## src/rtl/change_dispenser.sv

```systemverilog
// Coin hopper driver: ejects the owed change coin by coin, confirms each via the
// synchronised hopper sensor, retries on timeout. Optional stats: CHANGE_DISP_STATS_EN.
module change_dispenser #(
  parameter int PULSE_CYC   = 4,
  parameter int GAP_CYC     = 2,
  parameter int TIMEOUT_CYC = 64,
  parameter int MAX_RETRY   = 2
) (
  input  logic       clk,
  input  logic       rst_n,
  input  logic [2:0] change_in,
  input  logic       change_valid,
  input  logic       coin_sense,
  input  logic       fault_clr,
  output logic       eject,
  output logic       busy,
  output logic       done,
  output logic       fault,
`ifdef CHANGE_DISP_STATS_EN
  output logic [7:0] coins_total,
  output logic [7:0] retry_total,
`endif
  output logic [2:0] remaining
);

  localparam int CMAX_A = (PULSE_CYC > GAP_CYC) ? PULSE_CYC : GAP_CYC;
  localparam int CMAX   = (CMAX_A > TIMEOUT_CYC) ? CMAX_A : TIMEOUT_CYC;
  localparam int CW     = $clog2(CMAX + 1);
  localparam int RW     = (MAX_RETRY < 1) ? 1 : $clog2(MAX_RETRY + 1);

  typedef enum logic [2:0] {
    S_IDLE, S_PULSE, S_WAIT, S_GAP, S_DONE, S_FAULT
  } state_e;

  state_e          state_q;
  logic [CW-1:0]   cnt_q;
  logic [RW-1:0]   retry_q;
  logic [2:0]      remaining_q;
  logic            eject_q, busy_q, done_q, fault_q;
  logic            sync1_q, sync2_q, sense_prev_q;
  logic            sense_rise, coin_evt, timeout_evt, retry_evt;

  always_ff @(posedge clk or negedge rst_n) begin
    if (!rst_n) begin
      sync1_q      <= 1'b0;
      sync2_q      <= 1'b0;
      sense_prev_q <= 1'b0;
    end else begin
      sync1_q      <= coin_sense;
      sync2_q      <= sync1_q;
      sense_prev_q <= sync2_q;
    end
  end

  assign sense_rise  = sync2_q & ~sense_prev_q;
  // Edges only count while a coin is actually in flight; elsewhere they are noise.
  assign coin_evt    = sense_rise && (state_q == S_PULSE || state_q == S_WAIT) &&
                       (remaining_q != '0);
  assign timeout_evt = (state_q == S_WAIT) && !sense_rise && (cnt_q == CW'(TIMEOUT_CYC - 1));
  assign retry_evt   = timeout_evt && (retry_q < RW'(MAX_RETRY));

  always_ff @(posedge clk or negedge rst_n) begin
    if (!rst_n) begin
      state_q     <= S_IDLE;
      cnt_q       <= '0;
      retry_q     <= '0;
      remaining_q <= '0;
      eject_q     <= 1'b0;
      busy_q      <= 1'b0;
      done_q      <= 1'b0;
      fault_q     <= 1'b0;
    end else begin
      done_q <= 1'b0;
      case (state_q)
        S_IDLE: begin
          if (change_valid) begin
            if (change_in != '0) begin
              remaining_q <= change_in;
              retry_q     <= '0;
              cnt_q       <= '0;
              eject_q     <= 1'b1;
              busy_q      <= 1'b1;
              state_q     <= S_PULSE;
            end else begin
              done_q <= 1'b1;
            end
          end
        end
        S_PULSE, S_WAIT: begin
          if (coin_evt) begin
            remaining_q <= remaining_q - 3'd1;
            retry_q     <= '0;
            cnt_q       <= '0;
            eject_q     <= 1'b0;
            if (remaining_q == 3'd1) begin
              done_q  <= 1'b1;
              state_q <= S_DONE;
            end else begin
              state_q <= S_GAP;
            end
          end else if (state_q == S_PULSE) begin
            if (cnt_q == CW'(PULSE_CYC - 1)) begin
              cnt_q   <= '0;
              eject_q <= 1'b0;
              state_q <= S_WAIT;
            end else begin
              cnt_q <= cnt_q + 1'b1;
            end
          end else if (timeout_evt) begin
            cnt_q <= '0;
            if (retry_evt) begin
              retry_q <= retry_q + 1'b1;
              eject_q <= 1'b1;
              state_q <= S_PULSE;
            end else begin
              fault_q <= 1'b1;
              state_q <= S_FAULT;
            end
          end else begin
            cnt_q <= cnt_q + 1'b1;
          end
        end
        S_GAP: begin
          if (cnt_q == CW'(GAP_CYC - 1)) begin
            cnt_q   <= '0;
            eject_q <= 1'b1;
            state_q <= S_PULSE;
          end else begin
            cnt_q <= cnt_q + 1'b1;
          end
        end
        S_DONE: begin
          busy_q  <= 1'b0;
          state_q <= S_IDLE;
        end
        S_FAULT: begin
          if (fault_clr) begin
            fault_q     <= 1'b0;
            remaining_q <= '0;
            busy_q      <= 1'b0;
            state_q     <= S_IDLE;
          end
        end
        default: state_q <= S_IDLE;
      endcase
    end
  end

`ifdef CHANGE_DISP_STATS_EN
  logic [7:0] coins_total_q, retry_total_q;

  always_ff @(posedge clk or negedge rst_n) begin
    if (!rst_n) begin
      coins_total_q <= '0;
      retry_total_q <= '0;
    end else begin
      if (coin_evt && coins_total_q != '1) coins_total_q <= coins_total_q + 8'd1;
      if (retry_evt && retry_total_q != '1) retry_total_q <= retry_total_q + 8'd1;
    end
  end

  assign coins_total = coins_total_q;
  assign retry_total = retry_total_q;
`endif

  assign eject     = eject_q;
  assign busy      = busy_q;
  assign done      = done_q;
  assign fault     = fault_q;
  assign remaining = remaining_q;

endmodule

```

## config.mk

```make
export PLATFORM = sky130hd
export DESIGN_NAME = change_dispenser
export DESIGN_NICKNAME = d
export VERILOG_FILES = /design/src/rtl/change_dispenser.sv
export SDC_FILE = /design/constraint.sdc
export NUM_CORES = 1
export LEC_CHECK = 0
export ABC_AREA = 1
export CAP_MARGIN = 30
export CORE_AREA = 2 2 74 76
export DETAILED_ROUTE_END_ITERATION = 12
export DIE_AREA = 0 0 76 78
export GPL_ROUTABILITY_DRIVEN = 0
export PLACE_DENSITY_LB_ADDON = 0.08
export SLEW_MARGIN = 20
export SYNTH_ARGS = -nofsm -noshare
export SYNTH_HDL_FRONTEND = slang
export SYNTH_SLANG_ARGS = --single-unit
```

## constraint.sdc

```tcl
create_clock -name clk -period 2.1 [get_ports clk]
set_clock_uncertainty 0.05 [all_clocks]
set_input_delay 0.42 -clock clk [delete_from_list [all_inputs] [get_ports clk]]
set_output_delay 0.42 -clock clk [all_outputs]
set_load 0.01 [all_outputs]
```

==> metrics.cfg, run 1 <==
[timing]
max-slew-margin-rel_pct=78.6
hold_violations=0
tns_ps=0
maxSlewViolCount=0
rsz0062_at_grt=no
holdWs_ps=304
postLayoutSetupSlackWorst_ps=277
min_period_ps=1820
max_slew.worst_pin.slew_ps=318
period_share_pct=86.8
max_freq_mhz=549
setup_viol=0

[synthesis]
synth_ff_type=dfrtp_1
ys_warn_count=0
syn_inst=215
syn-cell-area_um2=1540
ys_top_cells_by_area=dfrtp_1 36%, nand2_1 10%, inv_1 8.0%
synthTopCellsByCount=42 x nand2_1, 33 x inv_1, 31 x nor2_1, 22 x dfrtp_1, 22 x nand3_1
synth_edf_count=0
yosysSeqAreaShare_pct=35.7
synth.largest_area_cell=dfrtp_1
synth_seq_cells=22
synth.most_common_cell=nand2_1
synth_nets=228
synth.top_cell.area_share_pct=35.7
avgSynthCellArea_um2=7.17
synth-async-reset-ratio_pct=100
yosysUniqueCellTypes=28

[place]
dp.cells=300
dp_hpwl_um=3020
portBuffers=14
pre_cts_slack_ps=245
dpl_cell_area_um2=1780

[finish]
final_nets=248
design_area_um2=1840
fill_cells=568
syn_to_final_growth_pct=19.2
final-instance-count-excl-fill=304
fin_util_pct=36.4
n_antenna_cell=0
layout-drive-gt1-share_pct=13.7

[floorplan]
initial_core_util_pct=30.6
dieHeight_um=78
ios=15
dieArea_um2=5930
fp-row-count=26
fp.dieW_um=76
core_um2=5040

[outcome]
status=finished clean

[critical_path]
path_class=reg -> reg
slowest_stage=dfrtp_1
path_cells=ha_1 > nand3_1 > nor2_1 > nand3_1 > a21oi_1 > nand2_1 > nand2_1 > nand2_1
critical_path_cell_count=8
path_max_fanout=5
cp_data_arrival_time_ps=1940
cp_common_cell=nand2_1
rr_worst_depth=8
critPathMaxStageDelay_ps=430
required_ps=2220
path_buf_inv=0
r2r_start=cnt_q[0]
crit_family=simple AND/OR/NAND/NOR gates
worstSetupEndpointType=register
cp-start-kind=register
crit_start=cnt_q[0]

[clocking]
cts_root_buf=clkbuf_8
hold_buffers=0
cts_made_buffers=3
cts_setup_buffers=0
cts_buffer_depth=2
cts_resized=0
clock_latency_ps=270
path_clk_slew_ps=90
cts_max_level=1
cts_tree=built
cts.sinks=22

[power_and_ir_drop]
seqPwrFrac_pct=28.1
p_per_area_nw_per_um2=1380
switching_share_pct=49.0
comb_power_share_pct=59.2
p_int_mw=1.29
clock_power_share_pct=12.7
power_leakage_nw=0.931
peakVddDrop_v=0.000408
total_power_mw=2.53
p_switching_mw=1.24

[grt]
grt_use_total_pct=14.1
grt_pass1_vias=1387
grt_overflow_total=0
met3_usage_pct=1.40
grt_use_met1_pct=20.8
grt_use_met2_pct=21.3
grt_max_degree=23
grt_pass1_wl_um=6760
busiest_layer=met2
antenna_found_initial=0

[detailed_routing]
drt_iter0_drc=101
wl_per_cell_um=12.7
dr.pass1.iters=4
drtAntennaViolNets=0
drt-vias-per-instance=4.55
drc=0
wirelength_um=3860
vias=1384

[hold_path]
hp-class=reg -> reg
min_path_cells=0
hp-start=sync1_q

[run]
cap_viol_max_count=0

-- path summary, 6_finish.rpt --
check | endpoint | slack (ps)
setup / recovery | eject | 280
hold / removal | sync2_q | 300
setup reg to reg | eject | 280
hold reg to reg | sync2_q | 300
max in group asynchronous | cnt_q[5] | 1310
min in group asynchronous | cnt_q[6] | 460
-- area by class of cell --
class	count	area, µm²	share of cell area [%]
multi-input combinational	154	840	45.7
sequential	22	551	30.0
timing repair buffer	17	163	8.86
inverter	37	141	7.70
tap	70	87.6	4.77
clock buffer	4	55.1	3.00
-- registers in the layout, summed over array words and instances, names as in the netlist --
signal        flops
busy              1
cnt_q             7
done              1
eject             1
fault             1
remaining         3
retry_q           2
sense_prev_q      1
state_q           3
sync1_q           1
sync2_q           1
-- cell families after synthesis --
| kind of cell | count (synthesis) | share of synthesized area [%] |
|---|---|---|
| XOR/XNOR | 3 | 1.70 |
| adder cells (fa/ha/maj) | 5 | 4.06 |
| buffers and inverters | 39 | 9.82 |
| AO/OA/AOI/OAI | 25 | 9.25 |
| AND/OR/NAND/NOR | 121 | 39.4 |
| flip-flops | 22 | 35.7 |
-- cells in the final DEF, fill, tap and decap left out, drive strengths merged --
master and count:
a21boi 1, a21oi 8, buf 3, clkbuf 4
clkdlybuf4s50 14, dfrtp 22, ha 5, inv 37
nand2 49, nand3 26, nand4 3, nor2 40
nor3 2, nor3b 1, o211ai 1, o21a 1
o21ai 9, o22ai 5, xnor2 1, xor2 2
-- power groups by stage --
stage	Sequential, mW	Clock [mW]	Combinational [mW]
final	0.710	0.321	1.50
after global routing	0.728	0.352	1.71
after CTS	0.709	0.337	1.51
after detailed placement	0.716	0	1.51
after global placement	0.719	0	1.52
after floorplan	0.690	0	1.11
-- worst register-to-register path, delay by kind of cell, from the launching register on --
family	cells	cell delay (ps)
compound gates	1	230
fa+ha+maj	1	240
flops	1	430
simple gates	6	770
-- metal layers --
metal	vias up	part of all wire (%)
li1	717	-
met1	633	52
met2	27	43
met3	7	3.4
met4	0	1.6
met5	-	0
Power figures use the tool's default switching activity.
==> run 2, diff against run 1 <==
- SKIP_CTS_REPAIR_TIMING: not set -> 1
- clock period: 2.1 -> 1.9 ns (I/O delays scaled with it)
==> run 2 against run 1 <==
Effect of this change:
- flip-flop and latch count did not move
- total power is 15% higher
- maximum frequency rose by 4.3%
- setup slack got worse by 130 ps
- utilization up 0.87 points
- non-clock buffer count is 3 higher
- largest power group unchanged
==> metrics.cfg, run 2 (synthesized netlist as in run 1, its figures left out) <==
[power_and_ir_drop]
seqPwrFrac_pct=26.5
p_switching_mw=1.36
peakVddDrop_v=0.000554
p_per_area_nw_per_um2=1540
comb_power_share_pct=58.1
switching_share_pct=46.9
power_leakage_nw=0.953
clock_power_share_pct=15.4
p_int_mw=1.54

[outcome]
status=finished clean

[timing]
period_share_pct=92.0
max_freq_mhz=572
tns_ps=0
max_slew.worst_pin.slew_ps=320
setup_viol=0
postLayoutSetupSlackWorst_ps=152
max-slew-margin-rel_pct=78.6
hold_violations=0
rsz0062_at_grt=no
min_period_ps=1750
maxSlewViolCount=0

[critical_path]
crit_family=simple AND/OR/NAND/NOR gates
required_ps=2000
cp_common_cell=nand2_1
cp_data_arrival_time_ps=1850
slowest_stage=dfrtp_1
critPathMaxStageDelay_ps=390
path_max_fanout=4
worstSetupEndpointType=register
path_class=reg -> reg
path_cells=ha_1 > nand3_1 > nor2_1 > nand2_1 > nand2_1 > nand2_1 > nor2_1 > o22ai_1
path_buf_inv=0
cp-start-kind=register

[detailed_routing]
wirelength_um=3810
met2_length_um=1650
drt-vias-per-instance=4.47
drt_iter0_drc=86
vias=1371
top_layer_used=met4
wl_met3_um=143
drtAntennaViolNets=0
wl_met1_um=1910
dr.pass1.iters=4
drc=0
wl_per_cell_um=12.4

[clocking]
cts_made_buffers=3
clock_latency_ps=260
path_clk_slew_ps=90
cts_buffer_depth=2
cts_max_level=1
cts.sinks=22
cts_root_buf=clkbuf_8
cts_tree=built

[place]
portBuffers=14
dpl_cell_area_um2=1800
pre_cts_slack_ps=107
dp_hpwl_um=2990

[finish]
final_nets=251
largest-register=cnt_q
final_common_cell=nand2_1
syn_to_final_growth_pct=22.0
fin_util_pct=37.3
final_cell_mix=42 x nand2_1, 33 x inv_1, 31 x nor2_1
design_area_um2=1880
layout-drive-gt1-share_pct=15.2
n_antenna_cell=0
largest_register_ffs=7

[grt]
grt_max_degree=23
grt_overflow_total=0
grt_use_total_pct=13.5
grt_pass1_wl_um=6470
grt_pass1_vias=1353
antenna_found_initial=0

[run]
cap_viol_max_count=0

[floorplan]
core_um2=5040
fp.dieW_um=76
dieArea_um2=5930
initial_core_util_pct=30.6
ios=15
dieHeight_um=78
fp-row-count=26

[hold_path]
hp-class=reg -> reg

==> run 2: cell types whose count changed in the layout (fill, tap and decap cells not counted), sizes merged <==
cell    delta
buf        +3
bufinv     +1
clkbuf     -1
==> run 2: worst paths after layout <==
path	from	end	slack, ps	cells past startpoint
min reg2reg	sync1_q	sync2_q	300	0
min in group asynchronous	rst_n	sync2_q	420	2
max in group asynchronous	rst_n	eject	1150	2
min	sync1_q	sync2_q	300	0
max reg2reg	cnt_q[1]	cnt_q[1]	150	8
max	cnt_q[1]	cnt_q[1]	150	8
==> run 2: per-layer routing <==
layer | vias to the layer above | GRT usage, %
met3 | 11 | 2.67
li1 | 730 | -
met5 | - | 0
met1 | 598 | 18.6
met4 | 0 | 3.45
met2 | 32 | 21.8
==> run 2: layout make-up <==
cell class	count	area, µm²
clock buffer	3	41.3
clock inverter	1	30.0
fill	537	3160
inverter	37	141
multi-input combinational	154	845
sequential	22	551
tap	70	87.6
timing repair buffer	20	185
==> run 2: power groups by stage <==
stage / Clock, mW / Combinational [mW] / Sequential, mW
4_1_cts: 0.468 / 1.70 / 0.768
5_1_grt: 0.485 / 1.93 / 0.792
6_report: 0.448 / 1.69 / 0.769
2_1_floorplan: 0 / 1.23 / 0.763
3_3_place_gp: 0 / 1.71 / 0.784
3_5_place_dp: 0 / 1.68 / 0.777
==> run 2: stage by stage <==
stage,power (mW),hold WS [ps],cells
6_report,2.91,303,307
5_1_grt,3.20,330,307
4_1_cts,2.93,306,306
3_5_place_dp,2.46,285,302
3_3_place_gp,2.50,287,302
2_1_floorplan,1.99,34.4,215
==> run 3, diff against run 2 <==
- GPL_TIMING_DRIVEN: not set -> 0
==> run 3 against run 2 <==
Effect of this change:
- count of clock-buffer cells in the layout is 1 higher
- hold slack worse by 270 ps
- critical endpoint is now retry_q[0]
- clock power is 22% lower
- highest routed layer unchanged
- largest power group unchanged
- final cell count is 1.3% lower
- first-iteration DRC count is 5.8% lower
- sequential power is 2% lower
==> metrics.cfg, run 3 (synthesized netlist as in run 1, its figures left out) <==
[power_and_ir_drop]
total_power_mw=2.79
switching_share_pct=48.7
clock_power_share_pct=12.5
p_switching_mw=1.36
p_int_mw=1.43
seqPwrFrac_pct=26.9
comb_power_share_pct=60.6
power_leakage_nw=0.923
p_per_area_nw_per_um2=1520
peakVddDrop_v=0.000664

[timing]
max_slew.worst_pin.slew_ps=538
min_period_ps=1730
period_share_pct=90.8
max_freq_mhz=579
max-slew-margin-rel_pct=64.1
setup_viol=0
maxSlewViolCount=0
hold_violations=0
tns_ps=0

[clocking]
cts_tree=built
cts_max_level=1
cts_buffer_depth=2
cts.sinks=22
cts_root_buf=clkbuf_8
clock_latency_ps=270
cts_made_buffers=3
path_clk_slew_ps=90

[detailed_routing]
wl_per_cell_um=12.5
vias=1367
drtAntennaViolNets=0
drt-vias-per-instance=4.51
wirelength_um=3780
drt_iter0_drc=81
drc=0
dr.pass1.iters=4

[place]
portBuffers=14
dpl_cell_area_um2=1760
dp_hpwl_um=2990
dp.cells=299

[grt]
grt_use_total_pct=14.1
grt_max_degree=23
grt_pass1_vias=1301
antenna_found_initial=0
grt_overflow_total=0
grt_pass1_wl_um=6620

[outcome]
status=finished clean

[floorplan]
fp-row-count=26
core_um2=5040
dieHeight_um=78
fp.dieW_um=76
ios=15
initial_core_util_pct=30.6
dieArea_um2=5930

[critical_path]
required_ps=2060
cp_data_arrival_time_ps=1890
path_max_fanout=5
cp_common_cell=nand2_1
slowest_stage=dfrtp_1
path_class=reg -> reg
cp-start-kind=register
path_cells=inv_1 > ha_1 > inv_1 > o21ai_1 > nand2_1 > nand2_1 > nand2_1 > nand3_1 > nand3_1 > nand2_1
critPathMaxStageDelay_ps=410
worstSetupEndpointType=register

[finish]
largest-register=cnt_q
final-instance-count-excl-fill=303
largest_register_ffs=7
final_cell_mix=42 x nand2_1, 33 x inv_1, 29 x nor2_1
design_area_um2=1840
syn_to_final_growth_pct=19.2
final_nets=247
fin_util_pct=36.5
layout-drive-gt1-share_pct=15.5
final_common_cell=nand2_1
n_antenna_cell=0

[hold_path]
hp-class=in -> async

[run]
cap_viol_max_count=0

## run 3: metal layers
layer  vias to the layer above  GRT usage, %  routed length (µm)
li1                        718             -                   -
met1                       629          19.6                1950
met2                        14          22.3                1680
met3                         6          2.09                  81
met4                         0          4.91                  64
met5                         -             0                   0
## run 3: final timing paths
| kind | from | endpoint | slack [ps] | cells after the start |
|---|---|---|---|---|
| max | remaining[0] | retry_q[0] | 170 | 10 |
| min | rst_n | cnt_q[3] | 40 | 1 |
| max reg2reg | remaining[0] | retry_q[0] | 170 | 10 |
| min reg2reg | sync1_q | sync2_q | 310 | 0 |
| max in group asynchronous | rst_n | cnt_q[0] | 1380 | 1 |
| min in group clk | sync1_q | sync2_q | 310 | 0 |
## run 3: final cells by class
cell class | instances | area (µm²)
flip-flops and latches | 22 | 552
well taps | 70 | 87.6
clock buffers | 4 | 55.1
fillers | 535 | 3200
multi-input cells | 154 | 857
repair buffers | 14 | 135
inverters | 37 | 141
plain buffers | 2 | 10.0
## run 3: power groups by stage
| stage | logic (mW) | registers, mW | clock network [mW] |
|---|---|---|---|
| floorplan | 1.23 | 0.763 | 0 |
| global placement | 1.72 | 0.759 | 0 |
| detailed placement | 1.70 | 0.758 | 0 |
| CTS | 1.71 | 0.749 | 0.370 |
| global route | 1.94 | 0.776 | 0.388 |
| finish | 1.69 | 0.752 | 0.348 |
## run 3: through the flow
step                hold slack (ps)  worst slack, ps
CTS                            57.0            -32.3
global placement                287             -102
global route                   83.9            -12.4
detailed placement              290            -22.2
finish                         35.9              174
floorplan                      34.4              219
## run 3: critical path, delay by kind of cell, from the launching register on
| family | cells | cell delay, ps |
|---|---|---|
| AO/OA/AOI/OAI | 1 | 360 |
| AND/OR/NAND/NOR | 6 | 540 |
| buffers and inverters | 2 | 150 |
| flip-flops | 1 | 410 |
| adder cells (fa/ha/maj) | 1 | 150 |
